`src/rtl/gpr_param.sv`:
```
// gpr_param: 2R/1W register file with a multi-cycle clear sweep (clear_req/clear_busy/clear_done).
// Latency: reads combinational, writes visible next cycle, sweep = DEPTH-FIRST busy cycles + 1 done.
// Backpressure: writes during a sweep are dropped (write_dropped); GPR_BYPASS_EN adds write-to-read forwarding.
module gpr_param #(
  parameter int DATA_WIDTH = 32,
  parameter int ADDR_WIDTH = 5,
  parameter int ZERO_REG   = 1
) (
  input  logic                  clock,
  input  logic                  reset,
  input  logic [ADDR_WIDTH-1:0] rs,
  input  logic [ADDR_WIDTH-1:0] rt,
  output logic [DATA_WIDTH-1:0] a,
  output logic [DATA_WIDTH-1:0] b,
  input  logic                  reg_write,
  input  logic [ADDR_WIDTH-1:0] num_write,
  input  logic [DATA_WIDTH-1:0] data_write,
  input  logic                  clear_req,
  output logic                  clear_busy,
  output logic                  clear_done,
  output logic                  write_dropped
);

  localparam int DEPTH = 1 << ADDR_WIDTH;
  localparam logic [ADDR_WIDTH-1:0] FIRST = (ZERO_REG != 0) ? ADDR_WIDTH'(1) : '0;
  localparam logic [ADDR_WIDTH-1:0] LAST  = '1;

  typedef enum logic [1:0] {
    ST_IDLE  = 2'd0,
    ST_CLEAR = 2'd1,
    ST_DONE  = 2'd2
  } state_t;

  state_t                  state;
  logic [ADDR_WIDTH-1:0]   ptr;
  logic [DATA_WIDTH-1:0]   mem [DEPTH];
  logic                    in_clear;
  logic                    write_ok;

  assign in_clear      = (state == ST_CLEAR);
  assign write_ok      = reg_write && !in_clear && !((ZERO_REG != 0) && (num_write == '0));
  assign write_dropped = reg_write & clear_busy;

  always_ff @(posedge clock) begin
    if (reset) begin
      state      <= ST_IDLE;
      ptr        <= '0;
      clear_busy <= 1'b0;
      clear_done <= 1'b0;
    end else begin
      case (state)
        ST_IDLE: begin
          clear_done <= 1'b0;
          if (clear_req) begin
            state      <= ST_CLEAR;
            ptr        <= FIRST;
            clear_busy <= 1'b1;
          end
        end
        ST_CLEAR: begin
          if (ptr == LAST) begin
            state      <= ST_DONE;
            clear_busy <= 1'b0;
            clear_done <= 1'b1;
          end else begin
            ptr <= ptr + 1'b1;
          end
        end
        ST_DONE: begin
          state      <= ST_IDLE;
          clear_done <= 1'b0;
        end
        default: begin
          state      <= ST_IDLE;
          clear_busy <= 1'b0;
          clear_done <= 1'b0;
        end
      endcase
    end
  end

  // The sweep owns the write port while in CLEAR; user writes are discarded then.
  always_ff @(posedge clock) begin
    if (reset) begin
      for (int i = 0; i < DEPTH; i++) mem[i] <= '0;
    end else if (in_clear) begin
      mem[ptr] <= '0;
    end else if (write_ok) begin
      mem[num_write] <= data_write;
    end
  end

  always_comb begin
    a = mem[rs];
    b = mem[rt];
`ifdef GPR_BYPASS_EN
    if (write_ok && (rs == num_write)) a = data_write;
    if (write_ok && (rt == num_write)) b = data_write;
`endif
    if ((ZERO_REG != 0) && (rs == '0)) a = '0;
    if ((ZERO_REG != 0) && (rt == '0)) b = '0;
  end

endmodule

```
`config.mk`:
```
export PLATFORM = sky130hd
export DESIGN_NAME = gpr_param
export DESIGN_NICKNAME = d
export VERILOG_FILES = /design/src/rtl/gpr_param.sv
export SDC_FILE = /design/constraint.sdc
export NUM_CORES = 2
export LEC_CHECK = 0
export BUFFER_PORTS_ARGS = -buffer_cell sky130_fd_sc_hd__clkbuf_2
export CAP_MARGIN = 20
export CORE_MARGIN = 1.5
export CORE_UTILIZATION = 50
export DETAILED_ROUTE_END_ITERATION = 16
export PLACE_DENSITY_LB_ADDON = 0.05
export SKIP_CTS_REPAIR_TIMING = 1
export SYNTH_ARGS = -nofsm -noshare
export SYNTH_HDL_FRONTEND = slang
export SYNTH_SLANG_ARGS = --single-unit
```
`constraint.sdc`:
```
create_clock -name clock -period 5.3 [get_ports clock]
set_clock_uncertainty 0.2 [all_clocks]
set_input_delay 0.795 -clock clock [delete_from_list [all_inputs] [get_ports clock]]
set_output_delay 0.795 -clock clock [all_outputs]
set_load 0.03 [all_outputs]
```
== Word level (Yosys, flattened, before mapping) ==
Memories as Yosys holds them, arrays and structs flattened.
Cells that the tools add are included.

* Register bits after elaboration: 9
* Bits in writable memories: 1024
* Input bits: 51
* Output and inout port bits: 67
* Word-level logic and storage cells: 56
* Memories kept: 1

{| class="wikitable"
|+ Memory list
! memory !! words !! width !! read ports !! clocked after memory_dff !! write ports !! line !! source
|-
| mem || 32 || 32 || 2 || 0 || 32 || 36 || <nowiki>logic [DATA_WIDTH-1:0] mem [DEPTH];</nowiki>
|}

* $add $sub $neg: 1
* Equal/unequal tests: 6
* Mux-type cells: 26
* Bitwise operators: 3
* Reductions and logical operators: 15

{| class="wikitable"
|+ Operators with widths
! kind !! number
|-
| $mux 32 || 4
|-
| $reduce_or 32->1 || 2
|-
| $mux 5 || 4
|-
| $logic_not 5->1 || 3
|-
| $mux 1 || 13
|-
| $pmux 5 s2 || 1
|-
| $reduce_and 3->1 || 2
|-
| $add 5x1->5 const B || 1
|-
| $eq 5x5->1 const B || 1
|-
| $mux 2 || 2
|-
| $ne 2x2->1 const B || 2
|-
| $pmux 2 s2 || 1
|-
| $pmux 1 s3 || 1
|-
| $eq 2x1->1 const B || 1
|-
| $eq 2x2->1 const B || 1
|-
| $logic_and 1x1->1 || 2
|-
| $logic_not 1->1 || 2
|-
| $logic_not 2->1 || 1
|-
| $ne 2x1->1 const B || 1
|-
| $not 1->1 || 2
|-
| $reduce_and 2->1 || 1
|-
| $reduce_bool 2->1 || 1
|-
| $reduce_or 2->1 || 1
|-
| $and 1x1->1 || 1
|}

== Depth between registers and ports, before layout ==
* Word-level depth: 10
* Depth in mapped cells: 10
* Gate-level depth less buffers: 8

== Worst setup path after synthesis ==
OpenSTA, ideal clock, no wires.

* Path type: input to output
* From: input port rs[0]
* To: output port a[10]
* Data arrival time: 3409 ps
* Required time: 4305 ps
* Setup slack: 896 ps
* Stages on the path: 8
* Cells stage by stage: buf_4 -> buf_4 -> buf_2 -> nor2_2 -> a22oi_1 -> nand2_1 -> a21oi_1 -> a2111oi_0

* Word-level cells in the longest chain between the ends: 2

{| class="wikitable"
|+ Ends and longest elaborated chain
! what !! line !! source
|-
| start, declared || 11 || <nowiki>input logic [ADDR_WIDTH-1:0] rs,</nowiki>
|-
| $mem_v2 32x32 / $logic_not 5->1 (equally long branches) || n/a ||
|-
| $mux 32 (*) || 100 || <nowiki>if ((ZERO_REG != 0) && (rs == '0)) a = '0;</nowiki>
|-
| end, declared || 13 || <nowiki>output logic [DATA_WIDTH-1:0] a,</nowiki>
|}

Mark *: on every way between the ends. The rest lies on a longest branch, timed or not.

== Worst setup path after layout ==
* From: input port rs[4]
* To: output port a[20]

The elaborated chain is that of the path after synthesis.

==> metrics.txt <==
CP max FO 13; row cnt 119; TritonCTS clock tree built; XOR/XNOR Fraction of Synth Area 0.0328%; largest net degree at the start of global routing 63; Slew HR 26.6%; GRT overflow 0; CTS Buffer Depth 3; DRT iter0 DRCs 5069; number of flops mapped to enable cells by yosys 1024; area of the core 106000 um2; post-synthesis compound-gate area fraction 4.33%; Startpoint Class input port; top-level port count 118; residual DRC count 0; area growth from synthesis to layout 12.5%; kind of critical path input port to primary output; clock latency on the worst-skew pair 0.69 ns; GP Congestion 0.893; Reg2Reg Depth 6; largest family of logic cells by synthesized area multiplexers; CTS Buf Count 112; clock sink total 1033; Mapped Cells 3642; Final Hold Vio Count 0; fill count 8372; Avg Synthesized Cell Area 14.7 um2; Initial Utilization 50.6%; unrepaired setup endpoints after global routing no; commonest non-fill, non-tap cells in the layout nor2_1, edfxtp_1, mux4_2; Crit path required time 4.30 ns; DIE AREA 109000 um2; via count 35.8k; Seq cells post-synth 1033; post-route ant nets 0; Worst VDD drop 0.264 mV; Setup crit end a[20]; initial antenna violation count 8; Slew @ Worst Pin 1.10 ns; layout cells sized above 1 28.6%; Mapped Area 53400 um2; clock transition at the registers of the reported paths 0.06 ns; vias in the first global route 36.1k; fmax 210 MHz; via-per-instance ratio 6.79; pins over their slew limit 0; Hold WC Path Type input port to flop; Synth Area in Adders 0.0469%; Fin Setup TNS 0 ns; status completed; commonest non-fill, non-tap cell in the layout nor2_1; pwr dens 331 nW/um2; fin nets 3841; Synth async-reset ratio 0%; Yosys cell types 59; Root Driver clkbuf_16; Worst Setup SP rs[4]; sequential fraction of the synthesis area 57.9%; fin crit period 4.76 ns; LEAKAGE 20.0 nW; crit end category primary output; total power draw 19.9 mW; simple-gate portion of the synthesized area 9.80%; Post-DP HPWL 118000 um; first-pass GRT wire length 265000 um; drt pass-1 iters 7; # Max-Cap Violations 0; Critical R2R Launch state[1]; WL final 188000 um; Setup-failing EPs final 0; htree depth 3; port buffer count 117; Yosys warnings 0; Die Ht 330 um; final worst path period share 89.8%; WP data arrival 3.76 ns; R2R setup slack 1.26 ns; worst reg2reg endpoint mem[1][24]; WL/cell 35.6 um; Total GRT Usage 34.8%; Top FF cell, synth edfxtp_1; post-synthesis mux area share 24.3%; Die X 330 um
## area by class of cell
class | instances | area [um2] | area share [%]
tap | 1391 | 1740 | 2.90
multi-input combinational | 2318 | 21200 | 35.3
timing repair buffer | 318 | 2520 | 4.19
sequential | 1033 | 30900 | 51.5
clock buffer | 136 | 2960 | 4.92
clock inverter | 65 | 713 | 1.19
antenna | 2 | 5.00 | 0.00833
inverter | 5 | 18.8 | 0.0312
## synth_stat cells, types with 9 or more instances
library cell | instances | area share (%)
a2111oi_0 | 27 | 0.44
a211o_1 | 17 | 0.28
a211oi_1 | 56 | 0.79
a21oi_1 | 77 | 0.72
a221oi_1 | 40 | 0.66
a22oi_1 | 19 | 0.27
buf_1 | 12 | 0.084
buf_2 | 117 | 1.1
buf_4 | 66 | 0.93
buf_6 | 41 | 0.86
clkbuf_1 | 81 | 0.57
dfxtp_1 | 9 | 0.34
edfxtp_1 | 1024 | 58
mux2_2 | 41 | 0.86
mux2i_1 | 97 | 1.8
mux4_2 | 512 | 22
nand2_1 | 166 | 1.2
nand2b_1 | 9 | 0.11
nor2_1 | 1050 | 7.4
nor2b_1 | 61 | 0.71
o21ai_0 | 22 | 0.21
o21bai_1 | 33 | 0.46
## state kept, by name, indices dropped and copies added, names as in the netlist
name / cells
clear_busy: 1
clear_done: 1
mem: 1024
ptr: 5
state: 2
## worst max-delay path, cell delays in order
cell       delay (ns)
clkbuf_2         0.54
nand2b_2         0.60
buf_4            0.27
buf_4            0.27
a211oi_1         0.07
a2111oi_0        0.68
buf_4            0.27
clkbuf_2         0.21
## power breakdown
part           total [mW]  switching (mW)  internal, mW
clock                7.97            3.30          4.67
combinational        2.47            1.54         0.934
sequential           9.44           0.158          9.28
## worst min path at each step
| stage | startpoint | end | slack, ns | cells past startpoint |
|---|---|---|---|---|
| floorplan | ptr[1] | ptr[1] | 0.30 | 2 |
| global placement | clear_done | clear_done | 0.25 | 1 |
| detailed placement | clear_done | clear_done | 0.28 | 1 |
| CTS | reset | clear_busy | 0.07 | 2 |
| global route | reset | clear_busy | 0.09 | 2 |
| finish | reset | clear_busy | 0.1 | 2 |
## cell families after synthesis
kind of cell,count (synthesis)
flip-flops,1033
AO/OA/AOI/OAI,317
adder cells (fa/ha/maj),2
other,1
multiplexers,650
XOR/XNOR,2
AND/OR/NAND/NOR,1315
buffers and inverters,322
## metrics by stage
stage	cells	util (%)	instance area [um2]	hold slack [ns]	worst slack, ns
2_1_floorplan	3673	-	53500	0.301	0.896
3_3_place_gp	5061	53.4	56400	0.251	0.627
3_5_place_dp	5063	53.4	56400	0.280	0.592
4_1_cts	5264	56.9	60000	0.0669	0.570
5_1_grt	5266	56.9	60100	0.0927	0.462
6_report	5268	56.9	60100	0.0952	0.542
## per-layer routing
| metal | vias up | GRT usage (%) | share of wire [%] |
|---|---|---|---|
| met5 | - | 0 | 0.033 |
| met4 | 10 | 14.6 | 4.7 |
| met1 | 18800 | 48.6 | 38 |
| met3 | 361 | 6.72 | 11 |
| li1 | 14400 | - | - |
| met2 | 2278 | 54.1 | 46 |
Power figures use the tool's default switching activity.
